==> config.mk <==
export PLATFORM = sky130hd
export DESIGN_NAME = neuron_argmax_flat
export DESIGN_NICKNAME = d
export VERILOG_FILES = /design/src/rtl/neuron_argmax_if.sv /design/src/rtl/neuron_argmax.sv /design/src/flat_wrapper.sv
export SDC_FILE = /design/constraint.sdc
export NUM_CORES = 1
export LEC_CHECK = 0
export ABC_AREA = 0
export ABC_CLOCK_PERIOD_IN_PS = 2750
export BUFFER_PORTS_ARGS = -buffer_cell sky130_fd_sc_hd__buf_2
export CAP_MARGIN = 20
export CELL_PAD_IN_SITES_DETAIL_PLACEMENT = 0
export CELL_PAD_IN_SITES_GLOBAL_PLACEMENT = 1
export CORE_UTILIZATION = 38
export DETAILED_ROUTE_END_ITERATION = 16
export PLACE_DENSITY = 0.75
export SYNTH_ARGS = -nofsm -noshare
export SYNTH_HDL_FRONTEND = slang
export SYNTH_SLANG_ARGS = --single-unit
==> constraint.sdc <==
create_clock -name clk -period 2.75 [get_ports clk]
set_input_delay 0.1375 -clock clk [delete_from_list [all_inputs] [get_ports clk]]
set_output_delay 0.1375 -clock clk [all_outputs]
set_load 0.02 [all_outputs]
==> src/rtl/neuron_argmax_if.sv <==
// Score-in / argmax-result-out handshake bundle for neuron_argmax.
// slave is the argmax block's view; master is the producer/consumer side.
interface neuron_argmax_if #(
  parameter int unsigned N_CLASS = 4,
  parameter int unsigned WIDTH   = 8
);
  localparam int unsigned SW = 2 * WIDTH + 2;
  localparam int unsigned IW = $clog2(N_CLASS);

  logic                 in_valid;
  logic                 in_ready;
  logic signed [SW-1:0] in_data;
  logic                 out_valid;
  logic                 out_ready;
  logic [IW-1:0]        out_index;
  logic signed [SW-1:0] out_score;

  modport slave (
    input  in_valid, in_data, out_ready,
    output in_ready, out_valid, out_index, out_score
  );

  modport master (
    output in_valid, in_data, out_ready,
    input  in_ready, out_valid, out_index, out_score
  );
endinterface

==> src/rtl/neuron_argmax.sv <==
// Streaming argmax over frames of N_CLASS signed neuron scores.
// Define NEURON_ARGMAX_TIE_LAST_EN to let the highest index win ties (default: lowest).
module neuron_argmax #(
  parameter int unsigned N_CLASS = 4,
  parameter int unsigned WIDTH   = 8
) (
  input  logic           clk,
  input  logic           rst,
  neuron_argmax_if.slave io
);
  localparam int unsigned SW = 2 * WIDTH + 2;
  localparam int unsigned IW = $clog2(N_CLASS);
  localparam logic [IW-1:0] LAST_IDX = IW'(N_CLASS - 1);

  typedef enum logic {
    S_COLLECT = 1'b0,
    S_HOLD    = 1'b1
  } state_e;

  state_e               state_q, state_d;
  logic [IW-1:0]        cnt_q, cnt_d;
  logic signed [SW-1:0] best_score_q, best_score_d;
  logic [IW-1:0]        best_index_q, best_index_d;
  logic signed [SW-1:0] out_score_q, out_score_d;
  logic [IW-1:0]        out_index_q, out_index_d;
  logic                 beats_best;

  // Tie rule: strict compare keeps the earliest maximum, >= moves to the latest.
`ifdef NEURON_ARGMAX_TIE_LAST_EN
  assign beats_best = (io.in_data >= best_score_q);
`else
  assign beats_best = (io.in_data > best_score_q);
`endif

  always_ff @(posedge clk) begin
    if (rst) begin
      state_q      <= S_COLLECT;
      cnt_q        <= '0;
      best_score_q <= '0;
      best_index_q <= '0;
      out_score_q  <= '0;
      out_index_q  <= '0;
    end else begin
      state_q      <= state_d;
      cnt_q        <= cnt_d;
      best_score_q <= best_score_d;
      best_index_q <= best_index_d;
      out_score_q  <= out_score_d;
      out_index_q  <= out_index_d;
    end
  end

  always_comb begin
    state_d      = state_q;
    cnt_d        = cnt_q;
    best_score_d = best_score_q;
    best_index_d = best_index_q;
    out_score_d  = out_score_q;
    out_index_d  = out_index_q;

    case (state_q)
      S_COLLECT: begin
        if (io.in_valid) begin
          cnt_d = cnt_q + IW'(1);
          // First score of a frame seeds the running best unconditionally.
          if ((cnt_q == '0) || beats_best) begin
            best_score_d = io.in_data;
            best_index_d = cnt_q;
          end
          if (cnt_q == LAST_IDX) begin
            state_d     = S_HOLD;
            cnt_d       = '0;
            out_score_d = best_score_d;
            out_index_d = best_index_d;
          end
        end
      end
      S_HOLD: begin
        if (io.out_ready) begin
          state_d = S_COLLECT;
        end
      end
      default: begin
        state_d = S_COLLECT;
      end
    endcase
  end

  // Handshake flags come from state only; rst masks ready while held in reset.
  assign io.in_ready  = (state_q == S_COLLECT) && !rst;
  assign io.out_valid = (state_q == S_HOLD);
  assign io.out_index = out_index_q;
  assign io.out_score = out_score_q;

  a_ready_valid_excl : assert property (@(posedge clk) !(io.in_ready && io.out_valid));

  a_hold_stable : assert property (@(posedge clk) disable iff (rst)
    (io.out_valid && !io.out_ready) |=>
      (io.out_valid && $stable(io.out_index) && $stable(io.out_score)));

endmodule

==> src/flat_wrapper.sv <==
// flat-port wrapper written by rule: the top's interface ports become plain ports
module neuron_argmax_flat 
#(
  parameter int unsigned N_CLASS = 4,
  parameter int unsigned WIDTH   = 8
)
  (clk, rst, io_in_valid, io_in_data, io_out_ready, io_in_ready, io_out_valid, io_out_index, io_out_score);
  neuron_argmax_if #(.N_CLASS(N_CLASS), .WIDTH(WIDTH)) io_i ();
  input  logic clk;
  input  logic rst;
  input wire logic [$bits(io_i.in_valid)-1:0] io_in_valid;
  input wire logic [$bits(io_i.in_data)-1:0] io_in_data;
  input wire logic [$bits(io_i.out_ready)-1:0] io_out_ready;
  output wire logic [$bits(io_i.in_ready)-1:0] io_in_ready;
  output wire logic [$bits(io_i.out_valid)-1:0] io_out_valid;
  output wire logic [$bits(io_i.out_index)-1:0] io_out_index;
  output wire logic [$bits(io_i.out_score)-1:0] io_out_score;
  assign io_i.in_valid = io_in_valid;
  assign io_i.in_data = io_in_data;
  assign io_i.out_ready = io_out_ready;
  assign io_in_ready = io_i.in_ready;
  assign io_out_valid = io_i.out_valid;
  assign io_out_index = io_i.out_index;
  assign io_out_score = io_i.out_score;
  neuron_argmax #(.N_CLASS(N_CLASS), .WIDTH(WIDTH)) u_core (.clk(clk), .rst(rst), .io(io_i));
endmodule
==> qor_table.md <==
| Result | This run |
|---|---|
| Average detailed-routed wire length per instance | 15.6 um |
| Proportion of synthesized chip area in sequential cells | 33.5% |
| Total wire length | 6.41 mm |
| Run status | finished with violations |
| Relative max-transition margin | 52.7% |
| Total die area | 7090 sq um |
| Switching share of total power | 29.5% |
| Clock latency on the worst-skew pair | 0.29 ns |
| Synth warn | 0 |
| CTS tree | built |
| Hold slack | 0.0926 ns |
| Post-synthesis average cell area | 8.95 sq um |
| Synthesized area | 2570 sq um |
| Critical Path Start Type | flip-flop |
| Placement Cell Area | 2890 sq um |
| Horiz. Die Dim | 84.2 um |
| Routability-driven placement congestion ratio | 0.869 |
| Critical Path Sink Type | flip-flop |
| Required @ worst endpoint | 2.93 ns |
| Post-route standard cell area excluding fillers | 3050 sq um |
| Cell Rows | 29 |
| Final critical delay including setup and external delays | 2.69 ns |
| Data arrival time of the worst path | 2.88 ns |
| Setup repair after global routing missed its margin | yes |
| Largest net degree at the start of global routing | 35 |
| Type of the setup path with the least slack | reg2reg |
| Worst hold-check path type | in2reg |
| Post-synth EDFFs | 0 |
| Final-report setup violation count | 0 |
| Max-cap violations | 0 |
| Worst Min Path Start | io_out_ready |
| Congestion Overflow GR | 0 |
| CTS buffer count | 5 |
| Pre-CTS WS | 0.0111 ns |
| Number of vias after detailed routing | 2219 |
| Iter 0 DRT Violations | 106 |
| Post-synthesis register bit count | 43 |
| Core outline area | 6420 sq um |
| Least-Margin Pin Slew | 0.709 ns |
| Reg2Reg Depth | 10 |
| Top_reg_cell synth | dfxtp_1 |
| Final number of hold-violating endpoints | 0 |
| Share of flip-flops with an asynchronous set or reset | 0% |
| Combinational cell fraction of total power | 23.2% |
| Synthesized net count | 329 |
| Setup TNS | 0 ns |
| Clock group share of total power | 30.3% |
| Post-synthesis to final-layout area growth | 18.8% |
| Overall power consumption | 0.00147 W |
| Total number of nets in the final design | 376 |
| Fraction of layout cells with a size suffix above 1 | 22.7% |
| Number of distinct library cells after synthesis | 35 |
| Peak supply drop | 0.224 mV |
| Worst Setup Slack, final | 0.0583 ns |
| CTS H-Tree Depth | 2 |
| Psw | 0.000433 W |
| Global-route total usage across every layer | 18.5% |
| Final worst-path cycle share | 97.9% |
| Number of top-level pins | 44 |
| Count of antenna diodes in the layout | 0 |
| Clk slew on worst S/H paths | 0.08 ns |
| Maximum root-to-sink buffer count | 2 |
| Internal power | 0.00103 W |
| Number of global-route vias before repair | 2106 |
| Total power density per cell area | 481 nW/um^2 |
| Part of the total power dissipated in sequential elements | 46.5% |
| Violations in the final reports | DRC |
| Launch instance of the worst register-to-register path | u_core.best_score_q[16] |
| Number of remaining DRC errors | 4 |
| Highest net fanout along the worst path | 7 |
| 1st-pass router iterations | 10 |
| Routed vias/inst | 5.39 |
| Number of clock sinks | 43 |
| Port Buffers | 43 |
| Post-Syn Instances | 287 |
| Vertical die dimension | 84.2 um |
| Number of cells on the worst hold path | 4 |
| Initial Utilization | 40.0% |
| Leakage power | 1.43 nW |
| Antenna violations before repair | 0 |
| Antenna viol nets, final | 0 |
| Global-route wire length before repair | 10.3 mm |
| Detail Placement HPWL | 4.53 mm |
| Cell at the root of the clock tree | clkbuf_8 |
| Timing startpoint of the critical path | u_core.best_score_q[16] |
| Worst clock skew | 0.00386 ns |
| Final number of max-transition violations | 0 |
| FMAX | 372 MHz |
[per-stage QoR]
stage,cells,util (%)
2_1_floorplan,287,-
5_1_grt,412,47.5
6_report,412,47.5
4_1_cts,409,46.6
3_5_place_dp,401,45.0
3_3_place_gp,401,45.0
[final timing paths]
check,to,slack [ns]
hold reg to reg,u_core.best_score_q[3],0.47
setup / recovery,u_core.io.out_score[15],0.06
hold / removal,u_core.io.out_valid,0.09
setup reg to reg,u_core.io.out_score[15],0.06
[cells in the mapped netlist (2+ instances only)]
cell type | number | share of area [%]
a41oi_1 | 3 | 1.0
nand3_1 | 3 | 0.58
inv_1 | 22 | 3.2
nor3_1 | 5 | 0.97
nor2_1 | 10 | 1.5
and2_1 | 2 | 0.49
a22oi_1 | 3 | 0.88
a21oi_1 | 9 | 1.8
o21ai_0 | 4 | 0.78
a211o_1 | 17 | 5.8
dfxtp_1 | 43 | 34
buf_6 | 2 | 0.88
a211oi_1 | 18 | 5.3
nand4_1 | 4 | 0.97
clkbuf_1 | 16 | 2.3
ha_1 | 20 | 9.7
mux2i_1 | 20 | 7.8
a22o_1 | 17 | 5.8
nand2b_1 | 41 | 10
nand2_1 | 13 | 1.9
[final cells by class]
| type | instances | area, sq um |
|---|---|---|
| inverter | 22 | 82.6 |
| sequential | 43 | 862 |
| timing repair buffer | 59 | 347 |
| fill | 632 | 3370 |
| tap | 77 | 96.3 |
| clock buffer | 8 | 100 |
| multi-input combinational | 203 | 1560 |
[power groups by stage]
| stage | combinational [W] | clock (W) | sequential, W |
|---|---|---|---|
| after floorplan | 0.000227 | 0 | 0.000694 |
| after global placement | 0.000322 | 0 | 0.000695 |
| final | 0.000340 | 0.000444 | 0.000682 |
| after global routing | 0.000379 | 0.000489 | 0.000687 |
| after CTS | 0.000327 | 0.000460 | 0.000682 |
| after detailed placement | 0.000326 | 0 | 0.000696 |
[placed cells by master, fill, tap and decap left out, drive strengths merged]
master / instances
buf: 59
dfxtp: 43
nand2b: 41
inv: 22
mux2i: 20
ha: 20
a211oi: 18
a22o: 17
a211o: 17
nand2: 13
nor2: 10
a21oi: 9
clkbuf: 8
nor3: 5
nand4: 5
nand3: 5
o21ai: 4
a22oi: 3
a41oi: 3
and2: 2
o31ai: 1
a31o: 1
nor2b: 1
or2: 1
a21o: 1
or2b: 1
or4: 1
or3: 1
nand3b: 1
and3: 1
xnor2: 1
[timing repair]
item / CTS / global route
setup buffers: 0 / 2
endpoints found under the setup margin: 1 / 37
pin swaps: 0 / 3
resized for setup: 1 / 10
cloned: 0 / 1
endpoints found under the hold margin: 0 / 0
hold buffers: 0 / 0
[critical path: stages (launching register included)]
cell	delay [ns]
dfxtp_2	0.35
inv_1	0.07
ha_1	0.31
nand4_2	0.13
or4_1	0.55
or3_4	0.36
nand3_4	0.12
nor2_2	0.07
buf_4	0.20
a22o_1	0.18
a211o_1	0.26
[metal layers]
metal | wire [um] | global-route usage [%]
met4 | 0 | 4.39
met5 | 0 | 0
met3 | 322 | 3.54
met1 | 3000 | 23.9
met2 | 3090 | 31.7
[sequential cells by signal, summed over array words and instances, names as in the netlist]
name                 flops
u_core.best_index_q      2
u_core.best_score_q     18
u_core.cnt_q             2
u_core.io.out_index      2
u_core.io.out_score     18
u_core.io.out_valid      1
[kinds of logic after synthesis]
logic type,share of synthesized area [%]
and+or+nand+nor,19.8
DFF,33.5
xor gates and xnor gates,0.341
adders and majority gates,9.75
muxes,7.80
buffers and inverters,6.58
AOI/OAI and AO/OA,22.2
Note: power is estimated with default switching activity, not from simulation.
